File: src/rtl/multicycle_pkg.sv
// multicycle_pkg: state, opcode and control encodings for the multicycle MIPS controller
package multicycle_pkg;
  typedef enum logic [3:0] {
    S_IDLE      = 4'd0,
    S_FETCH     = 4'd1,
    S_DECODE    = 4'd2,
    S_MEM_ADDR  = 4'd3,
    S_MEM_READ  = 4'd4,
    S_MEM_WB    = 4'd5,
    S_MEM_WRITE = 4'd6,
    S_EXEC_R    = 4'd7,
    S_R_WB      = 4'd8,
    S_BRANCH    = 4'd9,
    S_EXEC_I    = 4'd10,
    S_I_WB      = 4'd11
  } state_t;
  localparam logic [5:0] OP_R    = 6'b000000;
  localparam logic [5:0] OP_LW   = 6'b100011;
  localparam logic [5:0] OP_SW   = 6'b101011;
  localparam logic [5:0] OP_BEQ  = 6'b000100;
  localparam logic [5:0] OP_ADDI = 6'b001000;
  localparam logic [5:0] OP_ANDI = 6'b001100;
  localparam logic [5:0] OP_ORI  = 6'b001101;
  localparam logic [5:0] OP_SLTI = 6'b001010;
  localparam logic [2:0] ALU_FUNCT = 3'b010;
  localparam logic [2:0] ALU_ADD   = 3'b011;
  localparam logic [2:0] ALU_SUB   = 3'b100;
  localparam logic [2:0] ALU_AND   = 3'b111;
  localparam logic [2:0] ALU_OR    = 3'b101;
  localparam logic [2:0] ALU_SLT   = 3'b001;
  localparam logic [1:0] SRCB_REG  = 2'b00;
  localparam logic [1:0] SRCB_FOUR = 2'b01;
  localparam logic [1:0] SRCB_IMM  = 2'b10;
  localparam logic [1:0] SRCB_SHL  = 2'b11;
endpackage

File: src/rtl/multicycle_control_mem_watchdog.sv
// mem_watchdog: counts unanswered memory-wait cycles and flags expiry; TIMEOUT_CYCLES=0 disables it
module mem_watchdog #(
  parameter int TIMEOUT_CYCLES = 255,
  parameter int TO_W = 8
) (
  input  logic clk,
  input  logic rst,
  input  logic clear,
  input  logic waiting,
  input  logic mem_ready,
  output logic expire
);
  logic [TO_W-1:0] cnt;
  always_ff @(posedge clk or posedge rst)
    if (rst) cnt <= '0;
    else if (clear) cnt <= '0;
    else if (waiting && !mem_ready) cnt <= cnt + 1'b1;
  assign expire = (TIMEOUT_CYCLES != 0) && waiting && !mem_ready && cnt == TO_W'(TIMEOUT_CYCLES - 1);
endmodule

File: src/rtl/multicycle_control.sv
// multicycle_control: Moore FSM sequencing the multicycle MIPS datapath with a memory watchdog
module multicycle_control
  import multicycle_pkg::*;
#(
  parameter int TIMEOUT_CYCLES = 255,
  parameter int TO_W = 8
) (
  input  logic       clk,
  input  logic       rst,
  input  logic [5:0] opcode,
  input  logic       mem_ready,
  output logic       PCWrite,
  output logic       PCWriteCond,
  output logic       IorD,
  output logic       MemRead,
  output logic       MemWrite,
  output logic       IRWrite,
  output logic       MemToReg,
  output logic       RegDst,
  output logic       RegWrite,
  output logic       ALUSrcA,
  output logic [1:0] ALUSrcB,
  output logic [2:0] ALUOp,
  output logic [1:0] PCSource,
  output logic [3:0] state_o,
  output logic       illegal_op,
  output logic       mem_timeout
);
  state_t state, next;
  logic waiting, expire, is_imm, legal;
  logic [2:0] imm_op;
  assign waiting = state inside {S_FETCH, S_MEM_READ, S_MEM_WRITE};
  assign is_imm = opcode inside {OP_ADDI, OP_ANDI, OP_ORI, OP_SLTI};
  assign legal = is_imm || opcode inside {OP_R, OP_LW, OP_SW, OP_BEQ};
  assign imm_op = opcode == OP_ADDI ? ALU_ADD : opcode == OP_ANDI ? ALU_AND : opcode == OP_ORI ? ALU_OR : ALU_SLT;
  assign state_o = state;
  // expire also clears, so a fetch timeout restarts with a fresh count
  mem_watchdog #(.TIMEOUT_CYCLES(TIMEOUT_CYCLES), .TO_W(TO_W)) u_wd (
    .clk(clk), .rst(rst), .clear(next != state || expire),
    .waiting(waiting), .mem_ready(mem_ready), .expire(expire)
  );
  always_ff @(posedge clk or posedge rst)
    if (rst) begin
      state <= S_IDLE;
      illegal_op <= 1'b0;
      mem_timeout <= 1'b0;
    end else begin
      state <= next;
      illegal_op <= state == S_DECODE && !legal;
      mem_timeout <= expire;
    end
  always_comb begin
    next = state;
    case (state)
      S_IDLE:      next = S_FETCH;
      S_FETCH:     next = mem_ready ? S_DECODE : S_FETCH;
      S_DECODE:    next = opcode inside {OP_LW, OP_SW} ? S_MEM_ADDR : opcode == OP_R ? S_EXEC_R :
                          opcode == OP_BEQ ? S_BRANCH : is_imm ? S_EXEC_I : S_FETCH;
      S_MEM_ADDR:  next = opcode == OP_LW ? S_MEM_READ : S_MEM_WRITE;
      S_MEM_READ:  next = mem_ready ? S_MEM_WB : expire ? S_FETCH : S_MEM_READ;
      S_MEM_WRITE: next = mem_ready || expire ? S_FETCH : S_MEM_WRITE;
      S_MEM_WB, S_R_WB, S_BRANCH, S_I_WB: next = S_FETCH;
      S_EXEC_R:    next = S_R_WB;
      S_EXEC_I:    next = S_I_WB;
      default:     next = S_IDLE;
    endcase
  end
  always_comb begin
    {PCWrite, PCWriteCond, IorD, MemRead, MemWrite, IRWrite, MemToReg, RegDst, RegWrite, ALUSrcA} = '0;
    ALUSrcB = SRCB_REG;
    ALUOp = 3'b000;
    PCSource = 2'b00;
    case (state)
      S_FETCH: begin
        MemRead = 1'b1;
        IRWrite = mem_ready;
        PCWrite = mem_ready;
        ALUSrcB = SRCB_FOUR;
        ALUOp = ALU_ADD;
      end
      S_DECODE: begin
        ALUSrcB = SRCB_SHL;
        ALUOp = ALU_ADD;
      end
      S_MEM_ADDR: begin
        ALUSrcA = 1'b1;
        ALUSrcB = SRCB_IMM;
        ALUOp = ALU_ADD;
      end
      S_MEM_READ: {IorD, MemRead} = 2'b11;
      S_MEM_WB: {MemToReg, RegWrite} = 2'b11;
      S_MEM_WRITE: {IorD, MemWrite} = 2'b11;
      S_EXEC_R: begin
        ALUSrcA = 1'b1;
        ALUOp = ALU_FUNCT;
      end
      S_R_WB: {RegDst, RegWrite} = 2'b11;
      S_BRANCH: begin
        ALUSrcA = 1'b1;
        ALUOp = ALU_SUB;
        PCWriteCond = 1'b1;
        PCSource = 2'b01;
      end
      S_EXEC_I, S_I_WB: begin
        ALUSrcA = 1'b1;
        ALUSrcB = SRCB_IMM;
        ALUOp = imm_op;
        RegWrite = state == S_I_WB;
      end
      default: ;
    endcase
  end
endmodule

File: config.mk
export PLATFORM = sky130hd
export DESIGN_NAME = multicycle_control
export DESIGN_NICKNAME = d
export VERILOG_FILES = /design/src/rtl/multicycle_pkg.sv /design/src/rtl/multicycle_control_mem_watchdog.sv /design/src/rtl/multicycle_control.sv
export SDC_FILE = /design/constraint.sdc
export NUM_CORES = 1
export LEC_CHECK = 0
export ABC_AREA = 0
export CAP_MARGIN = 20
export CORE_MARGIN = 2
export CORE_UTILIZATION = 43
export DETAILED_ROUTE_END_ITERATION = 10
export PLACE_DENSITY = 0.83
export SLEW_MARGIN = 20
export SYNTH_ARGS = -nofsm -noshare
export SYNTH_HDL_FRONTEND = slang
export SYNTH_SLANG_ARGS = --single-unit
File: constraint.sdc
create_clock -name clk -period 1.75 [get_ports clk]
set_input_delay 0.525 -clock clk [delete_from_list [all_inputs] [get_ports clk]]
set_output_delay 0.525 -clock clk [all_outputs]
set_load 0.03 [all_outputs]
# Word-level counts from Yosys, hierarchy flattened
# Index checks and enable logic that the tools add are counted.
# totals
ff_bits,14
inputBits,9
output_inout_bits,23
elab_cells,75
# op_classes
add_sub_neg,1
n_eq_ne,20
mux,27
n_reduce_logical,23
# op_table
cell,count
case mux 4 bit (8 select lines),1
== test 6 x 4 -> 1 bit (second input constant),4
2-to-1 mux 3 bit,6
== test 4 x 3 -> 1 bit (second input constant),4
== test 4 bit (second input constant),4
2-to-1 mux 4 bit,4
2-to-1 mux 8 bit,2
== test 6 bit (second input constant),2
case mux 3 bit (4 select lines),1
OR reduction 5 bit,2
2-to-1 mux 1 bit,9
adder 8 x 1 -> 8 bit (second input constant),1
== test 4 x 2 -> 1 bit (second input constant),2
== test 8 bit (second input constant),1
nonzero test 4 bit,2
OR reduction 2 bit,4
== test 6 x 3 -> 1 bit (second input constant),1
logical NOT 6 bit,1
case mux 2 bit (3 select lines),1
OR reduction 3 bit,2
== test 4 x 1 -> 1 bit (second input constant),1
logical NOT 4 bit,1
2-to-1 mux 2 bit,2
!= test 4 bit,1
6 further kinds,12

# Logic depth before layout (Yosys ltp)
# logic_depth
depth_word,10
depth_mapped,6
depth_no_buf,6

# By module
# Synthesis repeated with hierarchy kept, for this count alone.
# unflattened
hier_cells,142
hier_area_um2,1158.6
# modules_own_cells
mod,instances,cells_each,area_per_inst_um2,seq_area_each_um2
multicycle_control,1,98,735.7,150.1
mem_watchdog,1,44,422.9,200.2

# Worst setup path after synthesis
# No wires, ideal clock.
# synth_timing
path_type,register to output
from,register state[3] (netlist: state_o[3])
to,output RegWrite
arrival_ns,2.072
t_required_ns,1.225
setup_slack_ns,-0.847
path_stages_with_launch,5
path_buffers,1
cell_sequence,dfrtp_1 buf_2 nand2_1 nor3_1 o21bai_1
# synth_between
elab_chain_len,3
elab_cells_between_ends,7
cone_classes,eq/ne: 4; mux: 1; reduce/logical: 2
# synth_rtl
element,line,rtl
"start, declared",multicycle_control.sv:29,"state_t state, next;"
"start signal, assigned",multicycle_control.sv:48,state <= next;
"== test 4 bit, or another cell as far along","multicycle_control.sv:73, multicycle_control.sv:108",
OR reduction 2 bit,-,
case mux 1 bit (2 select lines) *,multicycle_control.sv:73,case (state)
"end, declared",multicycle_control.sv:20,"output logic RegWrite,"
# Mark *: on every way between the ends. The rest lies on a longest branch, timed or not.

# Final worst setup path
# layout_timing
from,register state[1] (netlist: state_o[1])
to,output RegWrite
# Same word-level chain as after synthesis.

==> impl_metrics.env <==
export IMPL_yosysSeqAreaShare_pct=30.1
export IMPL_clock_latency_ps=290
export IMPL_antenna_cells=0
export IMPL_antenna_left=0
export IMPL_fin_ws_ps=-349
export IMPL_vias_per_cell=6.34
export IMPL_violations="setup timing"
export IMPL_slew_viol_final=0
export IMPL_ios=32
export IMPL_fin_area_um2=2370
export IMPL_fin_skew_ps=12.3
export IMPL_synth_cell_types=48
export IMPL_grt_use_total_pct=30.1
export IMPL_core_rowCount=18
export IMPL_slowest_stage="dfrtp_2"
export IMPL_status="complete, but fails checks"
export IMPL_min_period_ps=2100
export IMPL_tightest_slew_ps=572
export IMPL_syn_area_um2=1160
export IMPL_relSlewSlack_pct=61.5
export IMPL_tns_ps=-6220
export IMPL_totalWireLength_mm=6.47
export IMPL_synth_nets=156
export IMPL_cts_root_buf="clkbuf_4"
export IMPL_vias=1649
export IMPL_dpl_hpwl_mm=2.73
export IMPL_die_x_um=56.0
export IMPL_core_area_um2=2520
export IMPL_cts_made_buffers=3
export IMPL_crit_path_max_fanout=6
export IMPL_clockBufferDepth=2
export IMPL_synth_warnings=0
export IMPL_antenna_found_initial=0
export IMPL_syn_to_final_growth_pct=104
export IMPL_max_cap_viol_count=0
export IMPL_fp_dieArea_um2=3140
export IMPL_endpoint_kind="output pin"
export IMPL_peakVddDrop_v=0.00164
export IMPL_p_per_area_nw_per_um2=1670
export IMPL_grt_pass1_wl_mm=7.37
export IMPL_gp_congestion=0.885
export IMPL_drive_gt1_share_pct=59.1
export IMPL_rsz0062_at_grt="true"
export IMPL_firstDrtPassIters=4
export IMPL_synth_cells=145
export IMPL_drt_iter0_markers=117
export IMPL_placed_cell_area_um2=1770
export IMPL_grt_overflow=0
export IMPL_clk_pin_slew_worst_paths_ps=90
export IMPL_syn_mean_instance_area_um2=8.03
export IMPL_hold_class="primary input to async pin"
export IMPL_hold_violations=0
export IMPL_ys_flop_type="dfrtp_1"
export IMPL_setup_viol=28
export IMPL_criticalPathCategory="flip-flop to output pin"
export IMPL_start_kind="flip-flop"
export IMPL_critical_path_top_delay_family="flip-flops"
export IMPL_drc=0
export IMPL_die_h_um=56.0
export IMPL_cts_hold_buf=0
export IMPL_cpPeakStageDelay_ps=470
export IMPL_fin_crit_sh_pct=120
export IMPL_cp_arrival_ps=1570
export IMPL_async_flop_share_pct=100
export IMPL_fmax_mhz=476
export IMPL_finalNetCount=242
export IMPL_worst_path_buf_inv=3
export IMPL_synth_seq_cells=14
export IMPL_p_leak_uw=0.00109
export IMPL_required_ps=1220
export IMPL_grt_max_degree=10
export IMPL_synth_edf_count=0
export IMPL_numClockSinks=14
export IMPL_h_tree_depth=1
export IMPL_grt_pass1_vias=1537
export IMPL_cts_tree="yes"
export IMPL_wire_per_inst_um=24.9
export IMPL_portBuffers=30
export IMPL_path_cells="buf_12 -> buf_8 -> nor3_4 -> o21bai_4 -> buf_6"
export IMPL_initial_core_util_pct=46.2
==> worst reg2reg max path: stages, from the launching register on <==
cell     delay [ps]
dfrtp_2         470
buf_6           160
buf_4           130
nor4_1          520
a211o_1         250
nand4_4         190
buf_6           190
nor2_2          100
==> report_power, final <==
part | internal, µW | total, µW | switching (µW)
registers | 381 | 484 | 103
clock network | 88.5 | 191 | 103
logic | 1560 | 3290 | 1730
total | 2030 | 3960 | 1940
==> Yosys cell counts, types with 2 or more instances <==
cell	number	area (µm²)
a211oi_2	2	25.0
a21oi_1	9	45.0
and2_1	4	25.0
and3_1	3	18.8
buf_2	3	15.0
buf_4	3	22.5
clkbuf_1	4	15.0
dfrtp_1	14	350
ha_1	2	25.0
inv_1	6	22.5
nand2_1	11	41.3
nand2b_1	5	31.3
nand3_1	2	10.0
nand4_1	6	37.5
nor2_1	16	60.1
nor2_2	4	25.0
nor3_1	4	20.0
nor4_1	6	37.5
o21ai_0	3	15.0
o21bai_1	2	15.0
o22ai_1	3	18.8
xnor2_1	2	17.5
xor2_1	6	52.6
==> per-layer routing <==
layer | part of all wire [%] | vias up | wire length, µm | GRT usage [%]
met3 | 9.4 | 57 | 609 | 5.35
li1 | - | 690 | - | -
met5 | 0 | - | 0 | 0
met1 | 35 | 753 | 2280 | 34.5
met2 | 47 | 149 | 3030 | 54.8
met4 | 8.6 | 0 | 555 | 11.6
==> repair_timing <==
item / 4_1_cts / 5_1_grt
setup endpoints to repair: 29 / 28
cloned: 2 / 0
pin swaps: 21 / 7
buffers inserted: 17 / 10
gates resized for setup: 62 / 35
==> cells by family (layout without fill, tap and decap cells) <==
family | after synthesis | in the layout | synth area share [%]
XOR/XNOR | 8 | 8 | 6.02
adder cells (fa/ha/maj) | 2 | 2 | 2.15
AO/OA/AOI/OAI | 31 | 31 | 19.1
buffers and inverters | 18 | 103 | 7.73
multiplexers | 1 | 1 | 0.967
flip-flops | 14 | 14 | 30.1
AND/OR/NAND/NOR | 70 | 70 | 33.6
other | 1 | 1 | 0.322
==> sequential cells by signal (all words and copies together) (netlist names) <==
name,count
u_wd.cnt,8
illegal_op,1
state_o,4
mem_timeout,1
==> layout by cell type (no fill, tap or decap), drive strengths merged, types with 3 or more instances in the layout <==
master / instances
inv: 6
o22ai: 3
nor4: 6
xor2: 6
dlygate4sd2: 6
clkbuf: 4
nand2: 11
dfrtp: 14
nor3: 4
buf: 81
nor2: 21
clkdlybuf4s15: 3
nand4: 7
and3: 3
a21oi: 9
and2: 4
o21ai: 4
nand2b: 5
==> cell type report <==
class	instances	area, µm²
fillers	71	149
well taps	30	37.5
inverters	7	46.3
repair buffers	92	913
multi-input cells	113	995
flip-flops and latches	14	355
clock buffers	4	26.3
==> path summary, 6_finish.rpt <==
path                                  start          end  slack, ps  cells past startpoint
worst max-delay path             state_o[1]     RegWrite       -350                      5
worst min-delay path                    rst  mem_timeout        490                      2
worst max register to register   state_o[2]  u_wd.cnt[6]       -320                      7
worst min register to register  u_wd.cnt[4]  u_wd.cnt[4]        610                      2
max in group asynchronous               rst   illegal_op        830                      3
min in group clk                u_wd.cnt[4]  u_wd.cnt[4]        610                      2
==> per-stage QoR <==
stage	util [%]	worst slack [ps]	instances	power (µW)	hold WS, ps
after floorplan	-	-199	145	1800	414
after global placement	70.0	-573	228	2460	516
after detailed placement	70.0	-664	228	2500	538
after CTS	85.1	-234	251	3280	444
after global routing	94.1	-379	260	4070	504
final	94.1	-349	260	3960	490
Power figures use the tool's default switching activity.
==> RTL edit 1 (config.mk and constraints unchanged) <==
Register the output `mem_timeout` once more, without a reset; this adds one clock of latency there. The other outputs are not delayed to match.
--- a/src/rtl/multicycle_control.sv
+++ b/src/rtl/multicycle_control.sv
@@ -26,6 +26,8 @@
   output logic       illegal_op,
   output logic       mem_timeout
 );
+
+  logic mem_timeout_s0;
   state_t state, next;
   logic waiting, expire, is_imm, legal;
   logic [2:0] imm_op;
@@ -43,11 +45,11 @@
     if (rst) begin
       state <= S_IDLE;
       illegal_op <= 1'b0;
-      mem_timeout <= 1'b0;
+      mem_timeout_s0 <= 1'b0;
     end else begin
       state <= next;
       illegal_op <= state == S_DECODE && !legal;
-      mem_timeout <= expire;
+      mem_timeout_s0 <= expire;
     end
   always_comb begin
     next = state;
@@ -110,5 +112,9 @@
       default: ;
     endcase
   end
+  always_ff @(posedge clk) begin
+    mem_timeout <= mem_timeout_s0;
+  end
+
 endmodule
 
Behaviour: same outputs for any inputs over 10 cycles, from zero or initial values and one cycle with rst high; that may be too few to reach the edited logic, so the function may still have changed.
==> RTL edit 1 against the original RTL <==
- wire length fell by 6.8%
- clock power rose by 15%
- sequential cell count rose by 1
- via count rose by 1.5%
- synthesized area rose by 1.5%
- synthesized cell count rose by 0.69%
- total power fell by 9.5%
- largest power group unchanged
- worst setup slack improved by 17 ps
- cell area fell by 2.7%
- the flow still finishes with violations (negative setup slack)
- critical path type unchanged
- utilization fell by 8.1 points
==> RTL edit 1: results (changes against the original RTL) <==
Yosys warnings -> 0 (unchanged)
Final setup fails -> 30 (+7.1%)
R2R Path End -> state_o[1]$_DFF_PP0_
First-pass GRT wire length -> 7.40 mm (+0.46%)
Worst vdd ir -> 1490 uV (-9.6%)
DR WL/cell -> 22.7 um (-8.9%)
Gr usage total -> 0.300 (-0.000580)
Maximum number of pins on one net before global-route repair -> 15 (+5)
CP max stage delay -> 420 ps (-50 ps)
Worst-case clock skew -> 6.16 ps (-6.16 ps)
Violated checks -> negative setup slack
Met3 usage -> 0.0576 (+0.00412)
Synth cell count leaders -> nor2_1, dfrtp_1, nand2_1
Total nets after synthesis -> 157 (+0.64%)
Leakage -> 1.06 nW (-2.4%)
Seq/Total Area, Yosys -> 0.313 (+0.0125)
Pre-CTS setup slack -> -608 ps (+56.0 ps)
Pre-antenna DRT Iters -> 4 (unchanged)
Critical-path maximum fanout -> 5 (-1)
Reg clk slew, reported paths -> 100 ps
Layout cell share with drive strength beyond 1 -> 0.604 (+0.0130)
Met1 Track Usage GR -> 0.314 (-0.0314)
Final setup TNS -> -6990 ps (-775 ps)
Clk_lat worst skew -> 310 ps (+20 ps)
Area contributors post-synth -> dfrtp_1, nor2_1, nand2_1, xor2_1, nor3_1
Antenna diode count -> 0 (unchanged)
Final HPWL DP -> 2.56 mm (-6.2%)
Clk buf depth -> 2 (unchanged)
Root Driver -> clkbuf_4
Crit path capture -> ALUOp[2]
Met2 usage -> 0.528 (-0.0197)
Met2 Wirelength -> 2.92 mm (-3.4%)
Layout Nets -> 247 (+2.1%)
Slowest stage cell, crit path -> dfrtp_2
Met3 wire length -> 509 um (-16%)
Share of synthesized registers carrying an async set or reset -> 0.933 (-0.0667)
Final WS setup -> -332 ps (+17.0 ps)
Crit path launch -> state_o[1]$_DFF_PP0_
Status -> finished, violations left
Initial detailed-routing violation count -> 139 (+19%)
Worst-case hold slack -> 361 ps (-128 ps)
Crit path DAT -> 1560 ps
Cells on Worst Hold Path -> 0
GP Congestion -> 0.963 (+8.9%)
Antenna violations before repair -> 0 (unchanged)
Min-delay worst type -> flop to flop
Delay-heaviest family, CP -> flip-flops
Number of global-route vias before repair -> 1632 (+6.2%)
Library cells used by synthesis -> 49 (+2.1%)
DR vias -> 1673 (+1.5%)
Slew @ Worst Pin -> 571 ps (-0.839 ps)
Hold endpoint -> mem_timeout$_DFF_P_
Reg2reg path depth -> 7 (unchanged)
Wire length on met1 -> 2.02 mm (-11%)
-- RTL edit 1: cell count changes in the layout (fill, tap and decap cells not counted), sizes merged, moves of 3 or more --
cell	change
nor4	-5
and2	-4
a21oi	-3
buf	+6
nand2	+3
o21a	+3
nor3	+3
-- RTL edit 1: power by group --
part | switching (mW) | internal, mW
clock | 0.134 | 0.0855
sequential | 0.0708 | 0.404
combinational | 1.57 | 1.32
total | 1.77 | 1.81
-- RTL edit 1: per-stage QoR --
stage	instance area (sq um)	util	power, mW	instances
floorplan	1310	-	1.73	146
global placement	1730	0.646	2.25	228
detailed placement	1730	0.646	2.31	228
CTS	2070	0.771	2.98	253
global route	2310	0.860	3.71	266
finish	2310	0.860	3.59	266
-- RTL edit 1: repair_timing --
item | 4_1_cts | 5_1_grt
buffers inserted | 21 | 14
pin swaps | 7 | 9
cloned | 1 | 0
gates resized for setup | 58 | 45
setup endpoints to repair | 32 | 31
-- RTL edit 1: kinds of logic (layout without fill, tap and decap cells) --
| kind of cell | after synthesis | in the layout | synth area share |
|---|---|---|---|
| other | 1 | 1 | 0.00317 |
| DFF | 15 | 15 | 0.313 |
| adders and majority gates | 2 | 2 | 0.0212 |
| buffers and inverters | 19 | 108 | 0.0815 |
| AOI/OAI and AO/OA | 32 | 32 | 0.207 |
| and+or+nand+nor | 68 | 68 | 0.306 |
| muxes | 1 | 1 | 0.00847 |
| xor gates and xnor gates | 8 | 8 | 0.0593 |
-- RTL edit 1: final cells by class --
class	count	area, sq um
multi-input cells	112	937
repair buffers	97	886
fillers	125	377
flip-flops and latches	15	375
inverters	7	45.0
well taps	31	38.8
clock buffers	3	22.5
clock inverters	1	5.00
==> RTL edit 2 (config.mk and constraints unchanged) <==
Without the edit above. `TO_W` is set to 8 in 2 places; all go to 7.
--- a/src/rtl/multicycle_control_mem_watchdog.sv
+++ b/src/rtl/multicycle_control_mem_watchdog.sv
@@ -1,7 +1,7 @@
 // mem_watchdog: counts unanswered memory-wait cycles and flags expiry; TIMEOUT_CYCLES=0 disables it
 module mem_watchdog #(
   parameter int TIMEOUT_CYCLES = 255,
-  parameter int TO_W = 8
+  parameter int TO_W = 7
 ) (
   input  logic clk,
   input  logic rst,
--- a/src/rtl/multicycle_control.sv
+++ b/src/rtl/multicycle_control.sv
@@ -3,7 +3,7 @@
   import multicycle_pkg::*;
 #(
   parameter int TIMEOUT_CYCLES = 255,
-  parameter int TO_W = 8
+  parameter int TO_W = 7
 ) (
   input  logic       clk,
   input  logic       rst,
Check against the original RTL: no difference found for any inputs over 10 cycles, from zero or initial values and one cycle with rst high; that may be too few to reach the edited logic, so the function may still have changed.
==> RTL edit 2 against the original RTL <==
- the run still ends with negative setup slack left
- worst setup slack gained 100 ps
- largest power group unchanged
- combinational power fell by 25%
- largest cell class unchanged
- sequential cell count down 1
- wire length fell by 38%
- cell area decreased by 16%
- sequential share of layout area rose by 1.7 points
- synthesized area is 0.97% lower
- total power is 22% lower
==> RTL edit 2: results (changes against the original RTL) <==
Slowest stage cell, crit path -> dfrtp_2
Critical-path maximum fanout -> 5 (-1)
Final HPWL DP -> 2.54 mm (-6.6%)
GP Congestion -> 0.842 (-4.9%)
Synth cell count leaders -> nor2_1, dfrtp_1, nor3_1
CP max stage delay -> 450 ps (-20 ps)
Crit path DAT -> 1470 ps (-100 ps)
Worst vdd ir -> 1210 uV (-26%)
Layout Nets -> 211 (-13%)
Worst-case clock skew -> 1.50 ps (-10.8 ps)
DR vias -> 1321 (-20%)
Initial detailed-routing violation count -> 15 (-87%)
Largest register FFs -> 7 (-1)
Library cells used by synthesis -> 52 (+8.3%)
Pre-CTS setup slack -> -460 ps (+204 ps)
Slew margin rel. -> 0.646 (+0.0308)
Final setup fails -> 20 (-29%)
Area contributors post-synth -> dfrtp_1, nor2_1, nor3_1, xor2_1, nor2b_1
Status -> finished, violations left
Number of H-tree levels -> 1 (unchanged)
Final WS setup -> -249 ps (+101 ps)
Yosys warnings -> 0 (unchanged)
Layout cell share with drive strength beyond 1 -> 0.548 (-0.0436)
Total nets after synthesis -> 150 (-3.8%)
Violated checks -> negative setup slack
Antenna diode count -> 0 (unchanged)
Number of fill cells in the layout -> 170 (+140%)
Seq/Total Area, Yosys -> 0.282 (-0.0188)
Gr usage total -> 0.233 (-0.0680)
Leakage -> 0.853 nW (-22%)
Maximum number of pins on one net before global-route repair -> 14 (+4)
Clk_lat worst skew -> 270 ps (-20 ps)
Drt total wl -> 4.01 mm (-38%)
-- RTL edit 2: cells by family (layout without fill, tap and decap cells) --
kind of cell	count (synthesis)	in the layout	synth area share
simple gates	65	65	0.324
compound gates	35	35	0.230
buf+inv	15	75	0.0770
flops	13	13	0.282
xor+xnor	7	7	0.0531
fa+ha+maj	2	2	0.0217
other cells	1	1	0.00325
mux	1	1	0.00868
-- RTL edit 2: final cells by class --
cell class              instances  area (sq um)  share of cell area
flip-flops and latches         13           330               0.166
well taps                      30          37.5              0.0189
clock buffers                   4          26.3              0.0132
multi-input cells             111           981               0.494
repair buffers                 66           592               0.298
inverters                       5          18.8             0.00945
-- RTL edit 2: worst paths after layout --
kind	cells past startpoint	endpoint	startpoint	slack, ps
max	5	MemRead	state_o[0]$_DFF_PP0_	-250
min	2	u_wd.cnt[0]$_DFFE_PP0P_	rst	580
max reg2reg	8	u_wd.cnt[5]$_DFFE_PP0P_	state_o[2]$_DFF_PP0_	-150
min reg2reg	2	u_wd.cnt[1]$_DFFE_PP0P_	u_wd.cnt[1]$_DFFE_PP0P_	660
max in group asynchronous	2	state_o[3]$_DFF_PP0_	rst	790
min in group clk	2	u_wd.cnt[1]$_DFFE_PP0P_	u_wd.cnt[1]$_DFFE_PP0P_	660
-- RTL edit 2: through the flow --
stage | instances | utilization | setup TNS (ps) | cell area [sq um]
floorplan | 139 | - | -179 | 1280
global placement | 208 | 0.647 | -4760 | 1620
detailed placement | 208 | 0.647 | -5110 | 1620
CTS | 217 | 0.713 | -1650 | 1780
global route | 229 | 0.794 | -4000 | 1990
finish | 229 | 0.794 | -2590 | 1990
-- RTL edit 2: layer usage --
layer / wire [um] / part of all wire / up-vias / track usage
li1: - / - / 622 / -
met1: 1560 / 0.39 / 642 / 0.276
met2: 2200 / 0.55 / 45 / 0.423
met3: 153 / 0.038 / 12 / 0.0209
met4: 99 / 0.025 / 0 / 0.101
met5: 0 / 0 / - / 0
-- RTL edit 2: power by group --
part / internal, mW / switching (mW) / leakage, nW
sequential: 0.354 / 0.0748 / 0.171
clock: 0.0884 / 0.102 / 0.0150
combinational: 1.13 / 1.34 / 0.667
-- RTL edit 2: what timing repair did --
item / 4_1_cts / 5_1_grt
setup endpoints to repair: 24 / 23
setup buffers: 5 / 12
pin swaps: 4 / 10
resized for setup: 42 / 28
